$ cat config.mk
export PLATFORM = sky130hd
export DESIGN_NAME = level_peak_encoder
export DESIGN_NICKNAME = d
export VERILOG_FILES = /design/src/rtl/level_peak_encoder_pkg.sv /design/src/rtl/level_peak_encoder_prio.sv /design/src/rtl/level_peak_encoder.sv
export SDC_FILE = /design/constraint.sdc
export NUM_CORES = 1
export LEC_CHECK = 0
export ABC_AREA = 1
export BUFFER_PORTS_ARGS = -buffer_cell sky130_fd_sc_hd__buf_2
export CORE_MARGIN = 3
export CORE_UTILIZATION = 25
export DETAILED_ROUTE_END_ITERATION = 10
export SLEW_MARGIN = 5
export SYNTH_ARGS = -nofsm -noshare
export SYNTH_HDL_FRONTEND = slang
export SYNTH_HIERARCHICAL = 1
export SYNTH_SLANG_ARGS = --single-unit
$ cat constraint.sdc
create_clock -name clk -period 1.7 [get_ports clk]
set_input_delay 0.255 -clock clk [delete_from_list [all_inputs] [get_ports clk]]
set_output_delay 0.255 -clock clk [all_outputs]
set_load 0.05 [all_outputs]
$ cat src/rtl/level_peak_encoder_pkg.sv
// Shared types and constant helpers for the level/peak encoder slice.
package level_peak_encoder_pkg;

    typedef enum logic [1:0] {
        TRACK = 2'd0,
        HOLD  = 2'd1,
        DECAY = 2'd2
    } peak_state_t;

    // Smallest w with 2**w >= value; used only on elaboration-time constants.
    function automatic int clog2(input int value);
        int w;
        w = 0;
        for (int i = 0; i < 31; i++) begin
            if ((1 << i) < value) begin
                w = i + 1;
            end
        end
        return w;
    endfunction

endpackage

$ cat src/rtl/level_peak_encoder_prio.sv
// Combinational priority encoder: code = index+1 of the chosen set bit, 0 when no bit is set.
module prio_encoder_n
    import level_peak_encoder_pkg::*;
#(
    parameter int N_CH      = 7,
    parameter int PRIO_HIGH = 1,
    localparam int W        = clog2(N_CH + 1)
) (
    input  logic [N_CH-1:0] channel,
    output logic [W-1:0]    code
);

    // Scan order makes the last hit win: upward for highest, downward for lowest.
    always_comb begin
        code = '0;
        if (PRIO_HIGH != 0) begin
            for (int i = 0; i < N_CH; i++) begin
                if (channel[i]) begin
                    code = W'(i + 1);
                end
            end
        end else begin
            for (int i = N_CH - 1; i >= 0; i--) begin
                if (channel[i]) begin
                    code = W'(i + 1);
                end
            end
        end
    end

endmodule

$ cat src/rtl/level_peak_encoder.sv
// Encodes sampled comparator flags into a level code and tracks a held, decaying peak.
//   state | meaning
//   TRACK | peak equals the most recent level, nothing held
//   HOLD  | peak frozen, hold_cnt counts down lower samples
//   DECAY | peak steps down by one per lower sample until it meets the level
module level_peak_encoder
    import level_peak_encoder_pkg::*;
#(
    parameter int N_CH        = 7,
    parameter int HOLD_CYCLES = 15,
    parameter int PRIO_HIGH   = 1,
    localparam int W          = clog2(N_CH + 1)
) (
    input  logic            clk,
    input  logic            rst,
    input  logic [N_CH-1:0] channel,
    input  logic            sample_en,
    output logic [W-1:0]    level_out,
    output logic [W-1:0]    peak_out,
    output logic            out_valid,
    input  logic            out_ready,
    output logic            overrun
);

    logic [W-1:0] code;
    logic [W-1:0] peak_dec;
    logic [7:0]   hold_cnt;
    peak_state_t  state;

    prio_encoder_n #(
        .N_CH      (N_CH),
        .PRIO_HIGH (PRIO_HIGH)
    ) u_enc (
        .channel (channel),
        .code    (code)
    );

    assign peak_dec = peak_out - W'(1);

    always_ff @(posedge clk or posedge rst) begin
        if (rst) begin
            level_out <= '0;
            peak_out  <= '0;
            out_valid <= 1'b0;
            overrun   <= 1'b0;
            hold_cnt  <= 8'd0;
            state     <= TRACK;
        end else begin
            overrun <= 1'b0;
            if (sample_en) begin
                level_out <= code;
                out_valid <= 1'b1;
                overrun   <= out_valid && !out_ready;
                if (code >= peak_out) begin
                    peak_out <= code;
                    hold_cnt <= 8'(HOLD_CYCLES);
                    // An equal level while tracking re-arms the hold but stays in TRACK.
                    state    <= (state == TRACK && code == peak_out) ? TRACK : HOLD;
                end else begin
                    case (state)
                        HOLD: begin
                            if (hold_cnt != 8'd0) begin
                                hold_cnt <= hold_cnt - 8'd1;
                            end
                            if (hold_cnt <= 8'd1) begin
                                state <= DECAY;
                            end
                        end
                        default: begin
                            // code < peak here, so peak_dec can never undershoot code.
                            peak_out <= peak_dec;
                            state    <= (peak_dec == code) ? TRACK : DECAY;
                        end
                    endcase
                end
            end else if (out_valid && out_ready) begin
                out_valid <= 1'b0;
            end
        end
    end

endmodule
==> out/qor.yml, run 1 <==
start_util_pct: 26.9
antenna_found_initial: 0
mostFrequentLayoutCell: "nand2_1"
die_area_sq_mm: 0.00573
worstPathCellList: "inv_2, ha_4, nand2_1, nand2_2, a21oi_4, nand2_1, nand2_1, buf_4, nand2_1, nand2_1, nand2_1"
tritoncts: "yes"
reg2reg_depth: 11
wl_per_cell_um: 9.67
cts_buffers: 3
drc_errors: 0
synth_warnings: 6
cp_num_cells: 11
ctsHoldBuffers: 0
cts_setup_buffers: 0
seqCellArea_sq_um: 454
clk_latency_ns: 0.26
fillers: 489
core-area_sq_mm: 0.00450
finalCritPeriodShare_pct: 91.7
cp_slowest_cell: "dfrtp_2"
cts_buffer_depth: 2
vias: 1121
grt_pass1_wl_um: 4700
ys_types: 20
hpwl_um: 1990
rsz0062_at_grt: "false"
fin_nets: 230
required_ns: 1.85
cap_violations: 0
place_congestion: 0.772
setup_viol: 0
startpoint_type: "flop"
final_max_slew_viol_count: 0
wirelength_um: 2540
drive_above_1_share_pct: 28.9
area_growth_syn_to_layout_pct: 28.9
yosys.area.top_type_share_pct: 37.1
clkTransAtPathRegs_ns: 0.07
grt_pass1_vias: 1063
p_per_area_mw_per_mm2: 1680
dp_slack_ns: -0.219
synthTopCellsByArea: "dfrtp_1 37%, nand2_1 17%, inv_1 8.4%"
vdd_drop_max_mv: 0.793
drt_iter0_drc: 46
fmax_mhz: 642
crit_path_frequent_cell: "nand2_1"
status: "completed"
ff2ff_setup_slack_ns: 0.14
port_buffers: 18
firstDrtPassIters: 4
io_pins: 19
cts_sinks: 18
netlist_instances: 176
fp.dieW_um: 75.7
layout_setup_ws_ns: 0.141
min_path_type: "in -> async"
multi_input_area_sq_um: 681
synthArstFlopShare_pct: 100
vias_per_cell: 4.26
reg2reg_to: "state[1]$_DFFE_PP0P_"
final_antenna_net_count: 0
syn_avg_cell_area_sq_um: 6.90
arrival_ns: 1.71
synth_edf_count: 0
ys_ff_latch: 18
fin_cells: 263
cp-end-kind: "flop"
timing.slew.headroom_pct: 83.1
tightest_slew_ns: 0.253
ys_seq_area_share_pct: 37.1
yosys.area.top_type: "dfrtp_1"
skew_ns: 0.00615
criticalPathCategory: "reg -> reg"
grt_overflow: 0
critical_path.top_delay_family: "simple AND/OR/NAND/NOR gates"
row_count: 24
r2r_start: "peak_out[2]$_DFFE_PP0P_"
p_leak_nw: 0.834
grt_max_degree: 19
layout_common_cells: "50 x nand2_1, 22 x inv_1, 18 x buf_2"
path_buf_inv: 2
clockRootBuffer: "clkbuf_8"
chipHeight_um: 75.7
syn_nets: 194
ys.flop_type: "dfrtp_1"
timing.final.crit_period_ns: 1.56
cts_resized: 0
diodes: 0
critPathMaxStageDelay_ns: 0.42
syn_area_sq_mm: 0.00121
dp_cells: 259
cts.htree.levels: 1
critPathMaxFanout: 3
grt_use_total_pct: 10.8
hold_viol_final: 0
cells in the mapped netlist, types with 2 or more instances:
library cell,count
o21ai_2,2
inv_1,27
nor2_1,17
ha_1,7
nand3_1,14
inv_2,4
nand4_1,3
o21ai_0,18
nand2_1,55
xor2_1,2
dfrtp_1,18
worst max path at each step:
stage / from / endpoint / slack [ns]
after detailed placement: channel[1] / hold_cnt[2]$_DFFE_PP0P_ / -0.22
after global routing: peak_out[2]$_DFFE_PP0P_ / state[1]$_DFFE_PP0P_ / 0.01
final: peak_out[2]$_DFFE_PP0P_ / state[1]$_DFFE_PP0P_ / 0.14
after CTS: channel[1] / hold_cnt[2]$_DFFE_PP0P_ / 0.05
after floorplan: channel[1] / hold_cnt[0]$_DFFE_PP0P_ / 0.01
after global placement: channel[1] / hold_cnt[3]$_DFFE_PP0P_ / -0.16
registers in the layout, indices dropped and copies added (netlist names):
| signal | flops |
|---|---|
| state | 2 |
| hold_cnt | 8 |
| out_valid | 1 |
| level_out | 3 |
| overrun | 1 |
| peak_out | 3 |
kinds of logic after synthesis:
kind of cell             Yosys count  synth area share (%)
adder cells (fa/ha/maj)            7                  7.22
flip-flops                        18                  37.1
buffers and inverters             33                  10.9
XOR/XNOR                           3                  2.17
AO/OA/AOI/OAI                     23                  11.2
AND/OR/NAND/NOR                   92                  31.3
worst reg2reg max path, stage by stage, from the launching register on:
cell and delay [ns]:
dfrtp_2 0.42, inv_2 0.09, ha_4 0.21, nand2_1 0.07
nand2_2 0.08, a21oi_4 0.15, nand2_1 0.07, nand2_1 0.08
buf_4 0.12, nand2_1 0.06, nand2_1 0.06, nand2_1 0.04
power breakdown:
part	internal, W	switching (W)	leakage (nW)	total, W
Combinational	0.000619	0.000974	0.595	0.00159
Clock	0.000167	0.000149	0.0228	0.000316
Sequential	0.000575	0.000141	0.216	0.000716
Total	0.00136	0.00126	0.834	0.00263
per-stage QoR:
stage	instance area, sq um	total power [W]	setup TNS [ns]	util (%)	hold slack [ns]
floorplan	1250	0.00186	0	-	0.193
global placement	1500	0.00228	-1.53	33.3	0.288
detailed placement	1500	0.00229	-2.14	33.3	0.292
CTS	1550	0.00262	0	34.3	0.0114
global route	1560	0.00294	0	34.7	0.0458
finish	1560	0.00263	0	34.7	0.00697
final cells by class:
cell class | instances | area share, %
clock buffers | 4 | 2.88
inverters | 31 | 7.44
multi-input cells | 125 | 43.5
flip-flops and latches | 18 | 29.0
well taps | 52 | 4.16
repair buffers | 33 | 13.0
layer usage:
metal / GRT usage [%] / part of all wire [%]
met5: 0 / 0
met4: 4.66 / 0.83
met3: 2.37 / 3.0
met2: 16.5 / 43
met1: 14.6 / 53
Note: power is estimated with default switching activity, not from simulation.
==> inputs of run 2 (changes only) <==
Clock period 1.7 ns to 1.4 ns, I/O delays scaled along.
==> out/qor.yml, run 2 (synthesis gave the netlist of run 1 again) <==
min_path_type: "in -> reg"
port_buffers: 18
p_per_area_mw_per_mm2: 2150
criticalPathCategory: "reg -> reg"
cts_buffer_depth: 2
diodes: 0
hpwl_um: 2230
finalCritPeriodShare_pct: 109
grt_max_degree: 17
seqCellArea_sq_um: 454
hold_viol_final: 0
final_max_slew_viol_count: 0
skew_ns: 0.00222
chipHeight_um: 75.7
firstDrtPassIters: 4
regMostFlops: "hold_cnt"
timing.slew.headroom_pct: 79.3
setup_viol: 14
grt_pass1_wl_um: 5130
fin_cells: 284
timing.final.crit_period_ns: 1.52
startpoint_type: "flop"
drive_above_1_share_pct: 50.4
fp.dieW_um: 75.7
io_pins: 19
rsz0062_at_grt: "true"
hold_slack_ns: 0.114
row_count: 24
clkTransAtPathRegs_ns: 0.07
wl_per_cell_um: 11.4
critPathMaxFanout: 8
status: "finished with violations"
vias: 1271
arrival_ns: 1.72
cts_buffers: 3
vdd_drop_max_mv: 0.893
cap_violations: 0
clk_latency_ns: 0.26
dp_cells: 268
cts.htree.levels: 1
power_w: 0.00427
final_antenna_net_count: 0
grt_overflow: 0
area_growth_syn_to_layout_pct: 63.3
drt_iter0_drc: 30
layout_setup_ws_ns: -0.124
layout_common_cells: "32 x nand2_1, 29 x buf_4, 18 x inv_1"
largest_reg_flops: 8
tightest_slew_ns: 0.310
required_ns: 1.60
grt_pass1_vias: 1197
largest_registers: "hold_cnt x8, level_out x3, peak_out x3"
multi_input_area_sq_um: 845
cts_sinks: 18
p_leak_nw: 1.03
antenna_found_initial: 0
violations: "setup timing"
drc_errors: 0
vias_per_cell: 4.48
fin_nets: 251
fillers: 434
die_area_sq_mm: 0.00573
fmax_mhz: 656
start_util_pct: 26.9
mostFrequentLayoutCell: "nand2_1"
clockRootBuffer: "clkbuf_8"
grt_use_total_pct: 11.6
cp-end-kind: "flop"
place_congestion: 0.777
core-area_sq_mm: 0.00450
tritoncts: "yes"
wirelength_um: 3240
[run 2: cell types whose count changed in the layout (fill, tap and decap cells not counted), sizes merged]
cell | before | now
clkbuf | 4 | 5
buf | 33 | 52
inv | 31 | 30
clkinv | 0 | 1
dlygate4sd3 | 0 | 1
[run 2: worst paths after layout]
path / start / to / slack (ns) / cells after the start
max reg2reg: peak_out[2]$_DFFE_PP0P_ / hold_cnt[3]$_DFFE_PP0P_ / -0.12 / 10
min in group asynchronous: rst / hold_cnt[7]$_DFFE_PP0P_ / 0.44 / 3
max: peak_out[2]$_DFFE_PP0P_ / hold_cnt[3]$_DFFE_PP0P_ / -0.12 / 10
min reg2reg: level_out[0]$_DFFE_PP0P_ / level_out[0]$_DFFE_PP0P_ / 0.49 / 2
min: out_ready / overrun$_DFF_PP0_ / 0.11 / 2
max in group asynchronous: rst / peak_out[2]$_DFFE_PP0P_ / 0.49 / 4
[run 2: final cells by class]
cell class,count,share of cell area (%)
Sequential cell,18,22.9
Inverter,31,6.88
Clock buffer,4,2.78
Multi-Input combinational cell,125,42.6
Timing Repair Buffer,54,21.5
Tap cell,52,3.28
[run 2: per-stage QoR]
step | setup slack, ns | utilization, % | TNS (ns) | instance area (sq um)
4_1_cts | -0.134 | 39.2 | -1.49 | 1770
6_report | -0.124 | 44.0 | -1.07 | 1980
3_5_place_dp | -0.565 | 35.8 | -6.09 | 1610
5_1_grt | -0.195 | 44.0 | -2.24 | 1980
2_1_floorplan | -0.268 | - | -3.12 | 1280
3_3_place_gp | -0.484 | 35.8 | -5.67 | 1610
[run 2: routing by layer]
metal / wire [um] / GRT usage [%] / vias up
met5: 0 / 0 / -
met2: 1760 / 22.0 / 14
met4: 24 / 2.91 / 0
li1: - / - / 666
met3: 89 / 2.37 / 2
met1: 1370 / 13.1 / 589
[run 2: where the power goes]
part	total (W)	leakage (nW)	internal [W]	switching (W)
Combinational	0.00296	0.786	0.00134	0.00163
Sequential	0.000863	0.216	0.000698	0.000165
Clock	0.000442	0.0288	0.000251	0.000192
[run 2: timing repair]
action / in CTS / in global routing
endpoints found under the setup margin: 13 / 14
cloned: 0 / 1
hold endpoints to repair: 7 / 0
hold buffers: 1 / 0
buffers inserted: 7 / 4
pin swaps: 2 / 21
resized for setup: 16 / 44
[run 2: worst max-delay path, stage by stage (launching register included)]
cell	delay, ns
dfrtp_2	0.42
inv_2	0.07
ha_4	0.21
nand2_4	0.06
nand2_4	0.06
a21oi_4	0.15
nand2_2	0.09
nand3_4	0.12
clkbuf_16	0.17
nand2_4	0.04
o21ai_2	0.05
==> inputs of run 3 (changes only) <==
Settings changed: RECOVER_POWER set to 100.
==> out/qor.yml, run 3 (synthesis gave the netlist of run 1 again) <==
ff2ff_setup_slack_ns: -0.12
drive_above_1_share_pct: 49.6
tritoncts: "yes"
start_util_pct: 26.9
cts_sinks: 18
seq_power_share_pct: 20.2
fmax_mhz: 656
grt_pass1_vias: 1197
p_leak_nw: 1.03
largest_registers: "hold_cnt x8, level_out x3, peak_out x3"
p_comb_share_pct: 69.4
tns_ns: -1.07
reg2reg_to: "hold_cnt[3]$_DFFE_PP0P_"
clockPowerShare_pct: 10.4
cts_buffers: 3
hpwl_um: 2230
drt_iter0_drc: 30
power_w: 0.00427
worstSetupEndpoint: "hold_cnt[3]$_DFFE_PP0P_"
hold_viol_final: 0
cp_slowest_cell: "dfrtp_2"
internal_power_w: 0.00228
cap_violations: 0
critPathMaxStageDelay_ns: 0.42
r2r_start: "peak_out[2]$_DFFE_PP0P_"
p_per_area_mw_per_mm2: 2160
tightest_slew_ns: 0.597
cts_buffer_depth: 2
startpoint_type: "flop"
startpoint: "peak_out[2]$_DFFE_PP0P_"
place_congestion: 0.777
violations: "setup timing"
clkTransAtPathRegs_ns: 0.07
grt_pass1_wl_um: 5130
timing.final.crit_period_ns: 1.52
vias: 1273
final_max_slew_viol_count: 0
antenna_found_initial: 0
regMostFlops: "hold_cnt"
grt_overflow: 0
cp-end-kind: "flop"
clk_latency_ns: 0.26
vias_per_cell: 4.48
wl_per_cell_um: 11.4
fin_nets: 251
vdd_drop_max_mv: 0.889
port_buffers: 18
critPathMaxFanout: 8
io_pins: 19
criticalPathCategory: "reg -> reg"
layout_common_cells: "32 x nand2_1, 27 x buf_4, 18 x inv_1"
chipHeight_um: 75.7
setup_viol: 14
rsz0062_at_grt: "true"
reg2reg_depth: 10
swShare_pct: 46.6
drc_errors: 0
grt_use_total_pct: 11.6
crit_path_frequent_cell: "nand2_4"
worstPathCellList: "inv_2, ha_4, nand2_4, nand2_4, a21oi_4, nand2_2, nand3_4, clkbuf_16, nand2_4, o21ai_2"
required_ns: 1.60
core-area_sq_mm: 0.00450
die_area_sq_mm: 0.00573
power.switching_w: 0.00199
clockRootBuffer: "clkbuf_8"
arrival_ns: 1.72
final_antenna_net_count: 0
fin_util_pct: 43.8
grt_max_degree: 17
fp.dieW_um: 75.7
area_growth_syn_to_layout_pct: 62.7
largest_reg_flops: 8
fillers: 432
finalCritPeriodShare_pct: 109
layout_setup_ws_ns: -0.123
status: "finished with violations"
wirelength_um: 3240
row_count: 24
diodes: 0
skew_ns: 0.00245
dp_slack_ns: -0.565
min_path_type: "in -> reg"
cts.htree.levels: 1
timing.slew.headroom_pct: 60.4
mostFrequentLayoutCell: "nand2_1"
firstDrtPassIters: 4
-- run 3: cell count changes in the layout (fill, tap and decap cells not counted), sizes merged --
cell    before  now
buf         52   42
clkbuf       5   15
-- run 3: cell type report --
class                           instances  area [sq um]  share of cell area [%]
Tap cell                               52          65.1                    3.30
Clock buffer                            4          55.1                    2.79
Multi-Input combinational cell        125           845                    42.8
Inverter                               31           136                    6.91
Timing Repair Buffer                   54           419                    21.2
Sequential cell                        18           454                    23.0
-- run 3: how the worst min path moves through the flow --
| stage | start | endpoint | slack (ns) | depth (start not counted) |
|---|---|---|---|---|
| after floorplan | rst | hold_cnt[0]$_DFFE_PP0P_ | 0.15 | 1 |
| after global placement | rst | hold_cnt[7]$_DFFE_PP0P_ | 0.18 | 2 |
| after detailed placement | rst | hold_cnt[7]$_DFFE_PP0P_ | 0.18 | 2 |
| after CTS | out_ready | overrun$_DFF_PP0_ | 0.11 | 2 |
| after global routing | out_ready | overrun$_DFF_PP0_ | 0.11 | 2 |
| final | out_ready | overrun$_DFF_PP0_ | 0.11 | 2 |
-- run 3: repair_timing --
item | in CTS | in global routing
hold buffers | 1 | 0
gates resized for setup | 16 | 44
pin swaps | 2 | 21
endpoints found under the hold margin | 7 | 0
setup buffers | 7 | 4
endpoints found under the setup margin | 13 | 14
gates cloned | 0 | 1
-- run 3: power groups by stage --
stage          sequential (W)  clock [W]  combinational, W
5_1_grt              0.000888   0.000482           0.00325
3_3_place_gp         0.000854          0           0.00219
3_5_place_dp         0.000849          0           0.00222
6_report             0.000864   0.000443           0.00296
4_1_cts              0.000848   0.000453           0.00234
2_1_floorplan         0.00103          0           0.00130
-- run 3: through the flow --
stage          area [sq um]  std cells  hold slack (ns)
2_1_floorplan          1280        176            0.148
3_3_place_gp           1610        268            0.175
3_5_place_dp           1610        268            0.178
4_1_cts                1770        280            0.111
5_1_grt                1970        284            0.113
6_report               1970        284            0.114
-- run 3: worst max-delay path, delay by kind of cell (launching register included) --
kind / cells / cell delay, ns
flops: 1 / 0.42
simple gates: 5 / 0.37
buf+inv: 2 / 0.24
fa+ha+maj: 1 / 0.21
compound gates: 2 / 0.20
-- run 3: routing by layer --
layer	share of wire [%]	wire (um)	global-route usage [%]
met5	0	0	0
met4	0.74	24	2.91
met3	2.8	90	2.37
met2	54	1750	22.0
met1	43	1380	13.1
